File: src/rtl/axp_lsu.sv
// AXP load/store unit: decodes one memory instruction, runs a single data-bus
// transaction, and returns the aligned and extended load result or a fault code.
module axp_lsu #(
  parameter bit BWX = 1'b1
) (
  input  logic        clock,
  input  logic        reset,
  input  logic        req_valid,
  output logic        req_ready,
  input  logic [31:0] cmd,
  input  logic [63:0] addr,
  input  logic [7:0]  mask,
  input  logic [63:0] wdata,
  output logic        mem_valid,
  input  logic        mem_ready,
  output logic        mem_we,
  output logic [60:0] mem_addr,
  output logic [7:0]  mem_be,
  output logic [63:0] mem_wdata,
  input  logic        mem_rvalid,
  input  logic [63:0] mem_rdata,
  output logic        rsp_valid,
  output logic [63:0] rsp_data,
  output logic [1:0]  rsp_fault
);

  typedef enum logic [1:0] {S_IDLE, S_REQ, S_WAIT, S_RESP} state_t;

  localparam logic [5:0] OP_LDBU  = 6'h0A;
  localparam logic [5:0] OP_LDQ_U = 6'h0B;
  localparam logic [5:0] OP_LDWU  = 6'h0C;
  localparam logic [5:0] OP_STW   = 6'h0D;
  localparam logic [5:0] OP_STB   = 6'h0E;
  localparam logic [5:0] OP_STQ_U = 6'h0F;
  localparam logic [5:0] OP_LDL   = 6'h28;
  localparam logic [5:0] OP_LDQ   = 6'h29;
  localparam logic [5:0] OP_STL   = 6'h2C;
  localparam logic [5:0] OP_STQ   = 6'h2D;

  localparam logic [1:0] FAULT_NONE    = 2'd0;
  localparam logic [1:0] FAULT_UNALIGN = 2'd1;
  localparam logic [1:0] FAULT_ILLEGAL = 2'd2;

  state_t      state;
  logic        is_store;
  logic        is_ldl;
  logic [2:0]  off_r;
  logic [7:0]  mask_r;

  logic [5:0]  op;
  logic        dec_load;
  logic        dec_store;
  logic        dec_quad_u;
  logic        dec_illegal;
  logic        dec_unaligned;
  logic [2:0]  size_m1;
  logic [2:0]  dec_off;
  logic [7:0]  dec_be;
  logic [63:0] dec_wdata;
  logic [63:0] shifted;
  logic [63:0] extracted;
  logic [63:0] load_result;

  // Only the opcode field of the instruction word matters here.
  logic unused_cmd;
  assign unused_cmd = ^cmd[25:0];

  function automatic logic [63:0] bytemask(input logic [7:0] m);
    logic [63:0] r;
    r = '0;
    for (int i = 0; i < 8; i++) r[8*i +: 8] = {8{m[i]}};
    return r;
  endfunction

  // NOTE: every signal gets a default before the case so no latch is inferred.
  always_comb begin
    op         = cmd[31:26];
    dec_load   = 1'b0;
    dec_store  = 1'b0;
    dec_quad_u = 1'b0;
    case (op)
      OP_LDBU, OP_LDWU: dec_load  = BWX;
      OP_STW, OP_STB:   dec_store = BWX;
      OP_LDL, OP_LDQ:   dec_load  = 1'b1;
      OP_STL, OP_STQ:   dec_store = 1'b1;
      OP_LDQ_U: begin
        dec_load   = 1'b1;
        dec_quad_u = 1'b1;
      end
      OP_STQ_U: begin
        dec_store  = 1'b1;
        dec_quad_u = 1'b1;
      end
      default: ;
    endcase
    dec_illegal   = !(dec_load || dec_store);
    size_m1       = 3'($countones(mask) - 1);
    dec_unaligned = !dec_quad_u && ((addr[2:0] & size_m1) != 3'b000);
    dec_off       = dec_quad_u ? 3'b000 : addr[2:0];
    dec_be        = dec_quad_u ? 8'hFF : 8'(mask << dec_off);
    dec_wdata     = wdata << {dec_off, 3'b000};
  end

  // Load path: bring the addressed lanes down to bit 0 and trim to the access size.
  always_comb begin
    shifted     = mem_rdata >> {off_r, 3'b000};
    extracted   = shifted & bytemask(mask_r);
    load_result = is_ldl ? {{32{extracted[31]}}, extracted[31:0]} : extracted;
  end

  // NOTE: datapath registers are reset too, because every output has a defined reset value.
  always_ff @(posedge clock) begin
    if (reset) begin
      state     <= S_IDLE;
      req_ready <= 1'b1;
      mem_valid <= 1'b0;
      mem_we    <= 1'b0;
      mem_addr  <= '0;
      mem_be    <= '0;
      mem_wdata <= '0;
      rsp_valid <= 1'b0;
      rsp_data  <= '0;
      rsp_fault <= FAULT_NONE;
      is_store  <= 1'b0;
      is_ldl    <= 1'b0;
      off_r     <= '0;
      mask_r    <= '0;
    end else begin
      case (state)
        S_IDLE: begin
          if (req_valid) begin
            req_ready <= 1'b0;
            is_store  <= dec_store;
            is_ldl    <= (op == OP_LDL);
            off_r     <= dec_off;
            mask_r    <= mask;
            if (dec_illegal || dec_unaligned) begin
              state     <= S_RESP;
              rsp_valid <= 1'b1;
              rsp_data  <= '0;
              rsp_fault <= dec_illegal ? FAULT_ILLEGAL : FAULT_UNALIGN;
            end else begin
              state     <= S_REQ;
              mem_valid <= 1'b1;
              mem_we    <= dec_store;
              mem_addr  <= addr[63:3];
              mem_be    <= dec_be;
              mem_wdata <= dec_wdata;
            end
          end
        end
        S_REQ: begin
          if (mem_ready) begin
            mem_valid <= 1'b0;
            mem_we    <= 1'b0;
            if (is_store) begin
              state     <= S_RESP;
              rsp_valid <= 1'b1;
              rsp_data  <= '0;
              rsp_fault <= FAULT_NONE;
            end else begin
              state <= S_WAIT;
            end
          end
        end
        S_WAIT: begin
          if (mem_rvalid) begin
            state     <= S_RESP;
            rsp_valid <= 1'b1;
            rsp_data  <= load_result;
            rsp_fault <= FAULT_NONE;
          end
        end
        S_RESP: begin
          state     <= S_IDLE;
          rsp_valid <= 1'b0;
          req_ready <= 1'b1;
        end
        default: state <= S_IDLE;
      endcase
    end
  end

endmodule

File: config.mk
export PLATFORM = sky130hd
export DESIGN_NAME = axp_lsu
export DESIGN_NICKNAME = d
export VERILOG_FILES = /design/src/rtl/axp_lsu.sv
export SDC_FILE = /design/constraint.sdc
export NUM_CORES = 1
export LEC_CHECK = 0
export CAP_MARGIN = 20
export CORE_ASPECT_RATIO = 0.6
export CORE_UTILIZATION = 40
export DETAILED_ROUTE_END_ITERATION = 8
export HOLD_SLACK_MARGIN = 0.08
export PLACE_DENSITY = 0.73
export SKIP_CTS_REPAIR_TIMING = 1
export SYNTH_ARGS = -nofsm -noshare
export SYNTH_HDL_FRONTEND = slang
export SYNTH_SLANG_ARGS = --single-unit
File: constraint.sdc
create_clock -name clock -period 6.02 [get_ports clock]
set_clock_uncertainty 0.1 [all_clocks]
set_input_delay 1.204 -clock clock [delete_from_list [all_inputs] [get_ports clock]]
set_output_delay 1.204 -clock clock [all_outputs]
set_load 0.01 [all_outputs]
Word level (Yosys, flattened, before mapping)
Index checks and enable logic that the tools add are counted.

Flip-flop bits (word level): 218. Input port bits: 237. Output and inout bits: 203. Word-level logic and storage cells: 107.

Add/subtract/negate cells: 8. Eq/ne operators: 19. Shift-type cells: 3. Mux-type cells: 40. Bitwise operators: 3. Reductions and logical operators: 20.

Operators by type and width (number): $mux W64 (6); $pmux W64 S3 (1); $and A64 B64 Y64 (1); $shl A64 B6 Y64 (1); $shr A64 B6 Y64 (1); $eq A6 B4 Y1 const B (6); $eq A6 B6 Y1 const B (4); $mux W2 (10); $mux W1 (15); $ne A2 B2 Y1 const B (6); $reduce_or A5 Y1 (2); $add A1 B1 Y2 (4); $mux W8 (1); $pmux W2 S4 (1); $shl A8 B3 Y8 (1); $add A2 B2 Y3 (2); $pmux W1 S2 (3); $pmux W2 S3 (1); $reduce_and A3 Y1 (2); $reduce_and A6 Y1 (1); $reduce_bool A3 Y1 (2); $reduce_and A5 Y1 (1); $eq A2 B2 Y1 const B (2); $pmux W1 S4 (1); other kinds (14) (18).

Logic depth before layout (Yosys ltp)
Depth after elaboration: 11. Depth in mapped cells: 17. Gate-level depth less buffers: 14.

Worst setup path before layout
No wires, ideal clock.

Kind: input to register. Start: input port mask[0]. End: register rsp_data[55]. Data arrival time: 4809 ps. Data required time: 5803 ps. Slack: 994 ps. Cell stages on the path: 17. Buffers on the path: 3. Cell sequence: inv_1 > ha_1 > fa_1 > fa_1 > inv_1 > fa_1 > inv_1 > fa_1 > inv_1 > a222oi_1 > o211a_1 > or3_1 > buf_4 > nor2b_4 > buf_6 > buf_6 > a22o_1.

Cells in the longest elaborated chain, start to end: 10.

RTL lines: from (decl) (line 12) `input logic [7:0] mask,`; $add A1 B1 Y2 (not written as such) (line 97) `size_m1 = 3'($countones(mask) - 1);`; $add A2 B2 Y3 (not written as such) (line 97); $add A3 B3 Y3 (not written as such) (line 97); $sub A3 B1 Y3 (line 97); $and A3 B3 Y3 (line 98) `dec_unaligned = !dec_quad_u && ((addr[2:0] & size_m1) != 3'b000);`; $reduce_bool A3 Y1 (line 98); $logic_and A1 B1 Y1 (line 98); $logic_or A1 B1 Y1 (line 137) `if (dec_illegal || dec_unaligned) begin`; $ne A2 B2 Y1 (no line); $reduce_and A6 Y1 (no line); to (signal assigned) (line 170) `rsp_data <= load_result;`; to (decl) (line 23) `output logic [63:0] rsp_data,`.

No other way between the ends. A chain may end at the register's enable or synchronous reset.

Final worst setup path
Start: input port mask[0]. End: register mem_wdata[6].

Cells in the longest elaborated chain, start to end: 10.

RTL lines: $add A1 B1 Y2 (not written as such) (line 97); $add A2 B2 Y3 (not written as such) (line 97); $add A3 B3 Y3 (not written as such) (line 97); $sub A3 B1 Y3 (line 97); $and A3 B3 Y3 (line 98); $reduce_bool A3 Y1 (line 98); $logic_and A1 B1 Y1 (line 98); $logic_or A1 B1 Y1 (line 137); $not A1 Y1 (no line); $reduce_and A3 Y1 (no line); to (signal assigned) (line 148) `mem_wdata <= dec_wdata;`; to (decl) (line 19) `output logic [63:0] mem_wdata,`.

No other way between the ends.

==> flow_summary.yaml <==
outcome:
  status: "completed"
synth:
  ys_top_cells_by_area: "dfxtp_1 (37%), nand2_1 (7.3%), a21oi_1 (7.2%), mux2i_1 (6.4%), nor2_1 (4.2%)"
  mappedNetlistArea_um2: 11800
  synth-simple-area-share_pct: 19.5
  synth_seq_cells: 218
  synth_edf_count: 0
  synth-async-reset-ratio_pct: 0
  yosysSeqAreaShare_pct: 36.9
  yosysTopAreaCell: "dfxtp_1"
  synthMuxAreaShare_pct: 11.1
  syn-num-nets: 1734
  synth-adder-area-share_pct: 1.31
  yosys_warnings: 0
  yosys.area.top_type_share_pct: 36.9
  synth.distinct_cells: 63
  synth_xor_area_share_pct: 0.0741
  synth_compound_area_share_pct: 25.3
  synthCells: 1487
  synth_area_per_cell_um2: 7.95
  synth_ff_type: "dfxtp_1"
  synth_top_family_by_area: "compound AO/OA/AOI/OAI gates"
setup_path:
  critPathMaxFanout: 17
  worstReg2RegStart: "off_r[1]"
  reg2reg_to: "rsp_data[44]"
  cp_num_buf_inv: 7
  crit_path_top_delay_cell: "a21oi_1"
  cp.required_ns: 6.38
  r2r_slack_ns: 2.74
  cp_top_family: "adder cells"
  crit_arrival_ns: 5.76
  path_cells: "clkdlybuf4s50_1, inv_1, ha_1, fa_1, fa_1, inv_1, fa_1, inv_1, fa_1, inv_1, a222oi_1, buf_4, o211ai_1, buf_12, a21oi_1, a22oi_1, nor2_1"
  cpPeakStageDelay_ns: 0.63
  start_kind: "primary input"
  cp-end-kind: "register"
  path_class: "in -> reg"
  r2r_cells: 7
power:
  power_frac_comb_pct: 30.9
  sw_frac_of_total_pct: 34.6
  clockPowerShare_pct: 33.3
  p_per_area_nw_per_um2: 256
  p_leak_nw: 5.96
  irDropWorstVdd_mv: 0.219
  p_int_mw: 2.83
  p_total_mw: 4.33
  pwr-share-seq_pct: 35.9
  power_switching_mw: 1.50
sta:
  tns_ns: 0
  slew_headroom_pct: 25.0
  report.final.slew_viol_count: 0
  final.setup.worst_slack_ns: 0.624
  rsz0062_at_grt: "no"
  fmax_mhz: 185
  finalHoldViolCount: 0
  min_period_ns: 5.40
  fin_crit_sh_pct: 89.6
  finalSetupViolations: 0
  worst_pin_slew_ns: 1.12
grt:
  grt_max_degree: 104
  grt_first_pass_wirelength_mm: 70.9
  grt_overflow_total: 0
  grt_antenna_before_repair: 2
  grt_pass1_vias: 11500
  grt_usage_pct: 30.3
worst_hold_path:
  hold_path_depth: 2
  worstHoldStart: "mem_addr[32]"
  hold_class: "reg -> reg"
  holdPathEnd: "mem_addr[32]"
layout:
  final_cell_mix: "clkdlybuf4s50_1 (410), nand2_1 (230), dfxtp_1 (216)"
  layout.nets: 2073
  final_common_cell: "clkdlybuf4s50_1"
  multi_input_area_um2: 6800
  utilization_pct: 58.6
  ff_latch_area_um2: 4370
  drive_gt1_share_pct: 7.65
  fillerInstances: 2607
  syn2layout_area_growth_pct: 43.3
floorplan:
  die_h_um: 135
  start_util_pct: 40.9
  die_area_um2: 30300
  row_count: 48
  core_area_um2: 28900
  fp.dieW_um: 224
  io_pins: 440
detailed_routing:
  wl_mm: 47.7
  drc: 0
  drt_iter0_markers: 1283
  dr.pass1.iters: 6
  vias_per_cell: 5.69
  vias: 12800
  avgRoutedWirePerCell_um: 21.2
  ant_nets: 0
clocking:
  cts_tree: "done"
  clock-sinks: 218
  cts_max_path_buffers: 3
  insertion_delay_ns: 0.54
  cts_max_level: 1
  numCtsBuffers: 23
  cts.clk_slew.worst_paths_ns: 0.06
  clockRootBuffer: "clkbuf_16"
placed_design:
  dp_hpwl_mm: 35.4
  place.gp.congestion: 1.06
  io_buffers: 413
  place_ws_ns: 0.103
job:
  cap_violations: 0
[Yosys cell counts (all sizes together), types with 26 or more instances]
master  count
buf        56
a21oi     171
nand3b     34
nor3       30
nand3      41
mux2       42
dfxtp     218
o211ai     26
clkbuf     81
o21ai      84
nand2     230
mux2i      75
nor2      131
[cell type report]
cell class,instances,share of cell area [%]
antenna,2,0.0295
clock buffer,27,3.72
clock inverter,14,0.680
inverter,18,0.399
multi-input combinational,1114,40.1
sequential,218,25.8
tap,400,2.95
timing repair buffer,451,26.3
[stage by stage]
stage	instance area, µm²	hold slack (ns)	instances
after detailed placement	16200	0.338	2201
final	16900	0.353	2244
after CTS	16900	0.355	2242
after global placement	16200	0.338	2200
after floorplan	11800	0.331	1487
after global routing	16900	0.375	2244
[power by group through the flow]
stage	Sequential (mW)	Clock [mW]	Combinational, mW
3_3_place_gp	1.58	0	1.30
3_5_place_dp	1.58	0	1.30
6_report	1.55	1.44	1.34
2_1_floorplan	1.58	0	0.846
5_1_grt	1.56	1.52	1.44
4_1_cts	1.55	1.47	1.31
[cell families (layout without fill, tap and decap cells)]
logic type | Yosys count | in the layout
compound gates | 470 | 470
xor+xnor | 1 | 1
fa+ha+maj | 10 | 10
buf+inv | 155 | 510
flops | 218 | 218
mux | 121 | 121
other cells | 0 | 2
simple gates | 512 | 512
[routing by layer]
layer	track usage, %	vias up	routed length (µm)
met2	43.6	645	20100
met4	6.62	0	867
met5	0	-	0
met3	8.13	59	4760
met1	44.6	6035	22000
li1	-	6036	-
[worst max path at each step]
stage | startpoint | end | slack [ns] | depth (start not counted)
2_1_floorplan | mask[0] | rsp_data[55] | 0.99 | 17
3_3_place_gp | mask[0] | rsp_data[35] | 0.13 | 15
3_5_place_dp | mask[0] | mem_wdata[6] | 0.10 | 17
4_1_cts | mask[0] | mem_wdata[6] | 0.65 | 17
5_1_grt | mask[0] | rsp_data[33] | 0.34 | 15
6_report | mask[0] | mem_wdata[6] | 0.62 | 17
[state kept, by name, indices dropped and copies added (netlist names)]
| register | cells |
|---|---|
| req_ready | 1 |
| is_ldl | 1 |
| mem_addr | 61 |
| mem_valid | 1 |
| state | 2 |
| is_store | 1 |
| mem_we | 1 |
| rsp_data | 64 |
| off_r | 3 |
| mask_r | 8 |
| mem_be | 8 |
| mem_wdata | 64 |
| rsp_valid | 1 |
| rsp_fault | 2 |
[worst reg2reg max path: cells and delay by family (launching register included)]
kind | cells | cell delay, ns
compound gates | 3 | 0.75
buf+inv | 1 | 0.59
mux | 2 | 0.62
simple gates | 1 | 0.71
flops | 1 | 0.40
No activity file was read; power rests on OpenSTA's default activity.
